[src/rtl/hazard_pkg.sv]
// Shared types and helpers for the forwarding / load-use hazard unit.
// Slot record, register-address width helper and saturating increment.
package hazard_pkg;

    localparam int MAX_RA_W = 8;

    typedef struct packed {
        logic                valid;
        logic                wen;
        logic                is_load;
        logic [MAX_RA_W-1:0] dst;
    } slot_t;

    function automatic int ra_w(input int nregs);
        return (nregs > 2) ? $clog2(nregs) : 1;
    endfunction

    function automatic logic [63:0] sat_inc(
        input logic [63:0] value,
        input int          width
    );
        logic [63:0] top;
        top = (width >= 64) ? '1 : ((64'd1 << width) - 64'd1);
        return (value >= top) ? top : value + 64'd1;
    endfunction

endpackage

[src/rtl/pipe_hazard_unit_fwd_select.sv]
// Priority producer search for one source operand: youngest eligible
// slot wins; a load still short of its data slot raises pending.
module fwd_select
    import hazard_pkg::*;
#(
    parameter int DATA_W   = 8,
    parameter int DEPTH    = 3,
    parameter int LOAD_LAT = 1,
    parameter int RA_W     = 2
) (
    input  slot_t [DEPTH-1:0]        slots,
    input  logic  [DEPTH-1:0]        flush_mask,
    input  logic  [RA_W-1:0]         src,
    input  logic                     used,
    input  logic  [DEPTH*DATA_W-1:0] stage_data,
    input  logic  [DATA_W-1:0]       rf_data,
    output logic  [DATA_W-1:0]       opnd,
    output logic                     hit,
    output logic                     pending
);

    logic found;
    logic ready;
    int   sel;

    // Scan oldest to youngest so the youngest match overwrites.
    always_comb begin
        found = 1'b0;
        ready = 1'b0;
        sel   = 0;
        for (int i = DEPTH - 1; i >= 0; i--) begin
            if (slots[i].valid && slots[i].wen && used &&
                !flush_mask[i] &&
                slots[i].dst == MAX_RA_W'(src)) begin
                found = 1'b1;
                ready = !slots[i].is_load || (i >= LOAD_LAT);
                sel   = i;
            end
        end
        hit     = found & ready;
        pending = found & ~ready;
        opnd    = hit ? stage_data[sel*DATA_W +: DATA_W] : rf_data;
    end

endmodule

[src/rtl/pipe_hazard_unit.sv]
// Operand forwarding and load-use stall unit with a shift scoreboard.
// Optional statistics counters: define HAZARD_STATS_EN.
module pipe_hazard_unit
    import hazard_pkg::*;
#(
    parameter  int DATA_W   = 8,
    parameter  int NREGS    = 4,
    parameter  int DEPTH    = 3,
    parameter  int LOAD_LAT = 1,
    parameter  int CNT_W    = 16,
    localparam int RA_W     = ra_w(NREGS)
) (
    input  logic                     clock,
    input  logic                     reset,
    input  logic                     issue_valid,
    input  logic                     issue_wen,
    input  logic                     issue_is_load,
    input  logic [RA_W-1:0]          issue_dst,
    input  logic [RA_W-1:0]          src1,
    input  logic [RA_W-1:0]          src2,
    input  logic                     src1_used,
    input  logic                     src2_used,
    input  logic                     issue_kill,
    input  logic [DEPTH-1:0]         flush_mask,
    input  logic [DEPTH*DATA_W-1:0]  stage_data,
    input  logic [DATA_W-1:0]        rf_data1,
    input  logic [DATA_W-1:0]        rf_data2,
    output logic                     issue_ready,
    output logic                     stall,
    output logic [DATA_W-1:0]        opnd1,
    output logic [DATA_W-1:0]        opnd2,
    output logic                     fwd1_hit,
    output logic                     fwd2_hit,
    output logic                     commit_valid,
    output logic [RA_W-1:0]          commit_dst,
    output logic [DEPTH-1:0]         slot_valid,
    output logic [CNT_W-1:0]         stall_count,
    output logic [CNT_W-1:0]         bubble_count
);

    slot_t [DEPTH-1:0] slots;
    slot_t             in_slot;
    logic              pend1;
    logic              pend2;
    logic              take;

    fwd_select #(
        .DATA_W  (DATA_W),
        .DEPTH   (DEPTH),
        .LOAD_LAT(LOAD_LAT),
        .RA_W    (RA_W)
    ) u_fwd1 (
        .slots     (slots),
        .flush_mask(flush_mask),
        .src       (src1),
        .used      (src1_used),
        .stage_data(stage_data),
        .rf_data   (rf_data1),
        .opnd      (opnd1),
        .hit       (fwd1_hit),
        .pending   (pend1)
    );

    fwd_select #(
        .DATA_W  (DATA_W),
        .DEPTH   (DEPTH),
        .LOAD_LAT(LOAD_LAT),
        .RA_W    (RA_W)
    ) u_fwd2 (
        .slots     (slots),
        .flush_mask(flush_mask),
        .src       (src2),
        .used      (src2_used),
        .stage_data(stage_data),
        .rf_data   (rf_data2),
        .opnd      (opnd2),
        .hit       (fwd2_hit),
        .pending   (pend2)
    );

    // Kill takes priority: a killed issue never holds decode.
    assign stall       = issue_valid & ~issue_kill & (pend1 | pend2);
    assign issue_ready = ~stall;
    assign take        = issue_valid & ~stall & ~issue_kill;

    always_comb begin
        in_slot = '0;
        if (take) begin
            in_slot.valid   = 1'b1;
            in_slot.wen     = issue_wen;
            in_slot.is_load = issue_is_load;
            in_slot.dst     = MAX_RA_W'(issue_dst);
        end
    end

    always_ff @(posedge clock or posedge reset) begin
        if (reset) begin
            slots        <= '0;
            commit_valid <= 1'b0;
            commit_dst   <= '0;
        end else begin
            commit_valid <= slots[DEPTH-1].valid & slots[DEPTH-1].wen &
                            ~flush_mask[DEPTH-1];
            commit_dst   <= slots[DEPTH-1].dst[RA_W-1:0];
            for (int i = DEPTH - 1; i >= 1; i--) begin
                slots[i] <= flush_mask[i-1] ? '0 : slots[i-1];
            end
            slots[0] <= in_slot;
        end
    end

    always_comb begin
        slot_valid = '0;
        for (int i = 0; i < DEPTH; i++) begin
            slot_valid[i] = slots[i].valid;
        end
    end

`ifdef HAZARD_STATS_EN
    logic [CNT_W-1:0] stall_q;
    logic [CNT_W-1:0] bubble_q;

    always_ff @(posedge clock or posedge reset) begin
        if (reset) begin
            stall_q  <= '0;
            bubble_q <= '0;
        end else begin
            if (stall) begin
                stall_q <= CNT_W'(sat_inc(64'(stall_q), CNT_W));
            end
            if (!take) begin
                bubble_q <= CNT_W'(sat_inc(64'(bubble_q), CNT_W));
            end
        end
    end

    assign stall_count  = stall_q;
    assign bubble_count = bubble_q;
`else
    assign stall_count  = '0;
    assign bubble_count = '0;
`endif

endmodule

[config.mk]
export PLATFORM = sky130hd
export DESIGN_NAME = pipe_hazard_unit
export DESIGN_NICKNAME = d
export VERILOG_FILES = /design/src/rtl/hazard_pkg.sv /design/src/rtl/pipe_hazard_unit_fwd_select.sv /design/src/rtl/pipe_hazard_unit.sv
export SDC_FILE = /design/constraint.sdc
export NUM_CORES = 1
export LEC_CHECK = 0
export CORE_MARGIN = 4
export CORE_UTILIZATION = 31
export DETAILED_ROUTE_END_ITERATION = 8
export GPL_TIMING_DRIVEN = 0
export PLACE_DENSITY = 0.74
export SETUP_SLACK_MARGIN = 0.02
export SLEW_MARGIN = 20
export SYNTH_ARGS = -nofsm -noshare
export SYNTH_HDL_FRONTEND = slang
export SYNTH_SLANG_ARGS = --single-unit
[constraint.sdc]
create_clock -name clock -period 2.1 [get_ports clock]
set_input_delay 0.42 -clock clock [delete_from_list [all_inputs] [get_ports clock]]
set_output_delay 0.42 -clock clock [all_outputs]
set_load 0.05 [all_outputs]
==> results of run 1 <==
-- synth_stat cells, types with 2 or more instances --
cell and instances:
and2_1 4, o221a_1 8, nor4_1 17, nand3b_1 2
buf_4 35, nor2b_1 8, xor2_1 8, nand4b_1 4
inv_1 2, mux2i_1 16, dfrtp_1 16, nor2_1 10
nand4_1 2, o221a_2 8, or3_1 3, buf_2 2
xnor2_1 4, a31oi_4 2
-- power by group through the flow --
stage | combinational, W | sequential (W) | clock [W]
global route | 0.000577 | 0.000327 | 0.000289
detailed placement | 0.000490 | 0.000329 | 0
global placement | 0.000488 | 0.000328 | 0
floorplan | 0.000322 | 0.000329 | 0
CTS | 0.000534 | 0.000325 | 0.000274
finish | 0.000554 | 0.000327 | 0.000267
-- flip-flops by register name, summed over array words and instances (netlist names) --
name / cells
commit_valid: 1
slot_valid: 3
commit_dst: 2
slots: 10
-- worst paths after layout --
check | slack (ns) | endpoint | cells past startpoint
setup / recovery | -0.50 | opnd1[0] | 6
hold / removal | 0.41 | slots[11] | 2
max in group asynchronous | 1.14 | slots[0] | 2
hold reg to reg | 0.47 | commit_dst[1] | 0
setup reg to reg | 0.45 | slots[8] | 7
min in group asynchronous | 0.53 | slots[20] | 2
-- cell families (layout without fill, tap and decap cells) --
family	Yosys count	count (layout)	share of synthesized area, %
compound gates	18	18	14.5
xor+xnor	12	12	6.86
buf+inv	40	150	19.0
flops	16	16	26.1
mux	16	16	10.4
other cells	1	32	0.245
simple gates	57	57	22.8
-- per-layer routing --
metal / global-route usage (%) / up-vias
li1: - / 824
met5: 0 / -
met1: 18.0 / 803
met2: 34.2 / 85
met4: 5.24 / 0
met3: 4.70 / 18
-- what timing repair did --
action,in CTS,in global routing
pin swaps,10,13
buffers inserted,18,6
endpoints found under the setup margin,24,20
cloned,0,1
resized for setup,195,30
-- final cells by class --
class	count	share of cell area (%)
multi-input combinational	135	38.8
buffer	37	8.85
tap	67	2.60
sequential	16	12.5
timing repair buffer	107	35.3
clock buffer	4	1.71
inverter	2	0.233
-- worst register-to-register path: stages (launching register included) --
cell and delay, ns:
dfrtp_2 0.44, xor2_2 0.17, buf_4 0.14, nor4_4 0.04, buf_4 0.14, buf_4 0.13
nor3_1 0.34, and2_1 0.18
-- metrics by stage --
step	instances	TNS (ns)	cell area, um2	total power [W]	setup WS (ns)
after floorplan	191	-7.65	1730	0.000652	-0.506
after global placement	340	-33.44	2640	0.000816	-1.72
after detailed placement	340	-33.59	2640	0.000819	-1.70
after CTS	362	-9.08	3090	0.00113	-0.520
after global routing	368	-9.59	3220	0.00119	-0.560
final	368	-8.32	3220	0.00115	-0.505
==> run_results.csv, run 1 <==
group,metric,value,unit
outcome,status,"complete, but fails checks",
outcome,violations,"setup timing",
layout,syn2layout_area_growth,110,%
worst_setup_path,cp_max_fo,5,
layout,fill_cells,364,
logic_synthesis,ys_seq_area_share,26.1,%
logic_synthesis,async_flop_share,100,%
grt,grt_usage,17.5,%
floorplan,fp.dieH,78.3,um
floorplan,pin_count,115,
layout,layout-drive-gt1-share,44.5,%
sta,rsz0062_at_grt,"true",
hold_path,hold_path_class,"primary input to flip-flop",
logic_synthesis,syn_inst,160,
floorplan,die_width,78.3,um
routing,wl_per_cell,15.9,um
hold_path,min-delay-start,"flush_mask[0]",
clocking,cts_tree,"built",
routing,highest_layer,"met4",
flow_run,cap_violations,0,
worst_setup_path,critPathSlowestCell,"or4b_4",
routing,wl_met3,470,um
logic_synthesis,synth.avg_cell_area,9.58,um2
sta,tightest_slew,0.595,ns
sta,fin_crit,2.60,ns
routing,ant_nets,0,
routing,first_iter_violations,99,
pwr,p_leak,1.46,nW
logic_synthesis,synth_area_leaders,"dfrtp_1 (26%), buf_4 (17%), mux2i_1 (10%), nor4_1 (6.9%), o221a_1 (5.9%)",
layout,nNetsFinal,359,
pwr,switching_share,36.7,%
logic_synthesis,synth_ff_type,"dfrtp_1",
clocking,path_clk_slew,0.06,ns
sta,fin_worst_skew,0.00180,ns
sta,drv_slew,0,
sta,slew_headroom,60.3,%
routing,m1WireLength,1.95,mm
pwr,powerDensity,356,nW/um2
place,place_congestion,0.756,
worst_setup_path,path_buf_inv,2,
clocking,cts-root-buf,"clkbuf_8",
worst_setup_path,crit_path_end_kind,"output port",
routing,wirelength,5.84,mm
grt,grt_antenna_before_repair,0,
routing,vias,1730,
worst_setup_path,crit_path_max_incr_delay,0.60,ns
worst_setup_path,worstSetupStartpointType,"flip-flop",
routing,drc,0,
pwr,vdd_ir_drop_max,0.386,mV
logic_synthesis,synth.largest_area_cell,"dfrtp_1",
clocking,holdBufCountCts,0,
logic_synthesis,ys_warn_count,0,
grt,grt_pass1_vias,1688,
grt,grt_start_max_net_pins,17,
logic_synthesis,synthDistinctLibCells,27,
logic_synthesis,ys_ff_latch,16,
floorplan,num_rows,25,
logic_synthesis,synth-edff-count,0,
layout,antennaDiodeCount,0,
place,numPortBuffers,82,
clocking,cts.sinks,16,
clocking,clockBufferDepth,2,
pwr,p_switching,0.000421,W
routing,dr_wl_met2,3.25,mm
sta,setup_ws,-0.505,ns
worst_setup_path,r2r-start,"slots[0]",
pwr,p_seq_share,28.5,%
place,post-dp-hpwl,3.88,mm
clocking,htreeDepth,1,
routing,avgViaCountPerCell,4.70,
logic_synthesis,netlist.area_leader.share,26.1,%
floorplan,die-area,6130,um2
pwr,clockPowerShare,23.3,%
pwr,internal_power,0.000727,W
floorplan,initial_core_util,32.2,%
logic_synthesis,syn_area,1530,um2
layout,multiInputGateArea,1250,um2
worst_setup_path,required,1.68,ns
worst_setup_path,worstPathArrival,2.18,ns
sta,max_freq,0.384,GHz
floorplan,fp.coreArea,4750,um2
worst_setup_path,cp_cell_sequence,"xor2_2 -> or4b_4 -> buf_4 -> mux2i_2 -> o221a_4 -> buf_8",
grt,grt_pass1_wl,8.47,mm
sta,fin_hold_ws,0.406,ns
clocking,clkLatencyLatePin,0.25,ns
worst_setup_path,critPathLaunch,"slots[1]",
layout,final_cell_mix,"clkdlybuf4s50_1 (54), buf_4 (53), conb_1 (32), buf_8 (17)",
routing,first_pass_iters,4,
worst_setup_path,cpLargestDelayFamily,"simple AND/OR/NAND/NOR gates",
layout,regArea,404,um2
sta,setup_viol_count_final,19,
worst_setup_path,crit_type,"flip-flop to output port",
layout,final_common_cell,"clkdlybuf4s50_1",
sta,finalCritPeriodShare,124,%
grt,grt.overflow.total,0,
layout,final_core_util,67.8,%
clocking,numCtsBuffers,3,
pwr,comb_power_share,48.3,%
sta,hold_viol,0,
Note: power is estimated with default switching activity, not from simulation.
==> inputs of run 2 (changes only) <==
--- a/config.mk
+++ b/config.mk
@@ -8,7 +8,6 @@
 export CORE_MARGIN = 4
 export CORE_UTILIZATION = 31
 export DETAILED_ROUTE_END_ITERATION = 8
-export GPL_TIMING_DRIVEN = 0
 export PLACE_DENSITY = 0.74
 export SETUP_SLACK_MARGIN = 0.02
 export SLEW_MARGIN = 20
==> run_results.csv, run 2 (synthesis gave the netlist of run 1 again) <==
group,metric,value,unit
pwr,internal_power,0.000720,W
place,placed_cells,341,
layout,top_register,"slots",
place,dpl_worst_slack,-0.705,ns
pwr,clockPowerShare,23.3,%
sta,fin_crit,2.54,ns
worst_setup_path,critPathLaunch,"slots[0]",
sta,fin_worst_skew,0.00128,ns
floorplan,fp.coreArea,4750,um2
worst_setup_path,cp_cell_sequence,"xor2_1 -> or4b_4 -> buf_12 -> mux2i_2 -> o221a_4 -> buf_12",
grt,grt_pass1_vias,1714,
hold_path,min-delay-start,"slots[22]",
routing,first_iter_violations,73,
hold_path,hold_path_class,"flip-flop to flip-flop",
grt,grt_usage,16.9,%
worst_setup_path,r2r-start,"slots[0]",
worst_setup_path,critPathSlowestCell,"or4b_4",
routing,wirelength,5.57,mm
worst_setup_path,crit_cells,6,
pwr,switching_share,36.3,%
worst_setup_path,crit_path_max_incr_delay,0.55,ns
sta,finalCritPeriodShare,121,%
sta,hold_viol,0,
sta,tightest_slew,0.576,ns
clocking,cts_tree,"built",
worst_setup_path,required,1.68,ns
worst_setup_path,worstSetupStartpointType,"flip-flop",
floorplan,die-area,6130,um2
layout,syn2layout_area_growth,103,%
clocking,numCtsBuffers,3,
floorplan,die_width,78.3,um
grt,grt_antenna_before_repair,0,
pwr,p_switching,0.000411,W
worst_setup_path,worstPathArrival,2.12,ns
clocking,cts.sinks,16,
worst_setup_path,crit_type,"flip-flop to output port",
layout,layout-drive-gt1-share,35.6,%
routing,wl_per_cell,16.0,um
floorplan,fp.dieH,78.3,um
sta,rsz0062_at_grt,"true",
outcome,status,"complete, but fails checks",
clocking,cts-root-buf,"clkbuf_8",
floorplan,initial_core_util,32.2,%
grt,grt_start_max_net_pins,17,
layout,nNetsFinal,339,
layout,final_cell_mix,"clkdlybuf4s50_1 (53), conb_1 (32), buf_4 (31), buf_12 (22)",
layout,final_cells,348,
worst_setup_path,cp_max_fo,8,
worst_setup_path,path_buf_inv,2,
place,post-dp-hpwl,4.30,mm
place,place_congestion,0.801,
clocking,htreeDepth,1,
pwr,p_seq_share,28.6,%
worst_setup_path,cpLargestDelayFamily,"simple AND/OR/NAND/NOR gates",
layout,final_core_util,65.6,%
grt,grt_pass1_wl,8.26,mm
worst_setup_path,crit_top_cell,"buf_12",
hold_path,min_path_cells,0,
floorplan,num_rows,25,
worst_setup_path,crit_path_end_kind,"output port",
layout,antennaDiodeCount,0,
floorplan,pin_count,115,
sta,setup_ws,-0.441,ns
routing,first_pass_iters,4,
routing,drc,0,
routing,vias,1703,
clocking,clkLatencyLatePin,0.24,ns
sta,drv_slew,0,
pwr,comb_power_share,48.2,%
routing,ant_nets,0,
sta,setup_viol_count_final,20,
layout,final_common_cell,"clkdlybuf4s50_1",
pwr,p_leak,1.39,nW
sta,slew_headroom,61.5,%
place,numPortBuffers,82,
clocking,path_clk_slew,0.06,ns
outcome,violations,"setup timing",
routing,avgViaCountPerCell,4.89,
sta,max_freq,0.394,GHz
flow_run,cap_violations,0,
clocking,clockBufferDepth,2,
grt,grt.overflow.total,0,
worst_setup_path,worstRegToRegCells,10,
pwr,vdd_ir_drop_max,0.485,mV
layout,largest_reg_flops,10,
pwr,powerDensity,363,nW/um2
==> run 2: repair_timing <==
item                                    in CTS  in global routing
endpoints found under the setup margin      20                 20
buffers inserted                             4                  0
hold buffers                                 0                  0
pin swaps                                   14                  5
endpoints found under the hold margin        0                  0
gates resized for setup                     36                 11
==> run 2: power by group through the flow <==
stage | clock network, W | logic (W) | registers [W]
2_1_floorplan | 0 | 0.000322 | 0.000329
3_3_place_gp | 0 | 0.000517 | 0.000328
3_5_place_dp | 0 | 0.000522 | 0.000328
4_1_cts | 0.000267 | 0.000535 | 0.000323
5_1_grt | 0.000279 | 0.000566 | 0.000324
6_report | 0.000263 | 0.000545 | 0.000323
==> run 2: final timing paths <==
check | slack [ns] | end
worst max-delay path | -0.44 | opnd1[7]
worst min-delay path | 0.46 | commit_dst[0]
worst max register to register | 0.25 | slots[0]
worst min register to register | 0.46 | commit_dst[0]
max in group asynchronous | 1.19 | slots[23]
min in group asynchronous | 0.53 | slots[9]
==> run 2: through the flow <==
stage	power [W]	TNS [ns]	area, um2	hold WS [ns]
after floorplan	0.000652	-7.65	1730	0.334
after global placement	0.000844	-13.57	2860	0.438
after detailed placement	0.000850	-13.61	2860	0.446
after CTS	0.00113	-7.46	3070	0.459
after global routing	0.00117	-8.71	3120	0.478
final	0.00113	-7.58	3120	0.456
==> run 2: metal layers <==
layer	track usage (%)	part of all wire (%)	up-vias
met3	3.10	6.4	2
met1	17.7	38	838
met2	34.9	56	78
met5	0	0	-
li1	-	-	785
met4	2.10	0.23	0
==> run 2: area by class of cell <==
cell class              count  area, um2
repair buffers            124       1390
fillers                   402       1640
clock buffers               4       55.1
multi-input cells         135       1180
flip-flops and latches     16        400
well taps                  67       83.8
inverters                   2       7.51
==> inputs of run 3 (changes only) <==
--- a/config.mk
+++ b/config.mk
@@ -10,6 +10,7 @@
 export DETAILED_ROUTE_END_ITERATION = 8
 export PLACE_DENSITY = 0.74
 export SETUP_SLACK_MARGIN = 0.02
+export SKIP_LAST_GASP = 1
 export SLEW_MARGIN = 20
 export SYNTH_ARGS = -nofsm -noshare
 export SYNTH_HDL_FRONTEND = slang
==> results of run 3 <==
No change in the layout: final DEF, timing and power equal those of run 2.
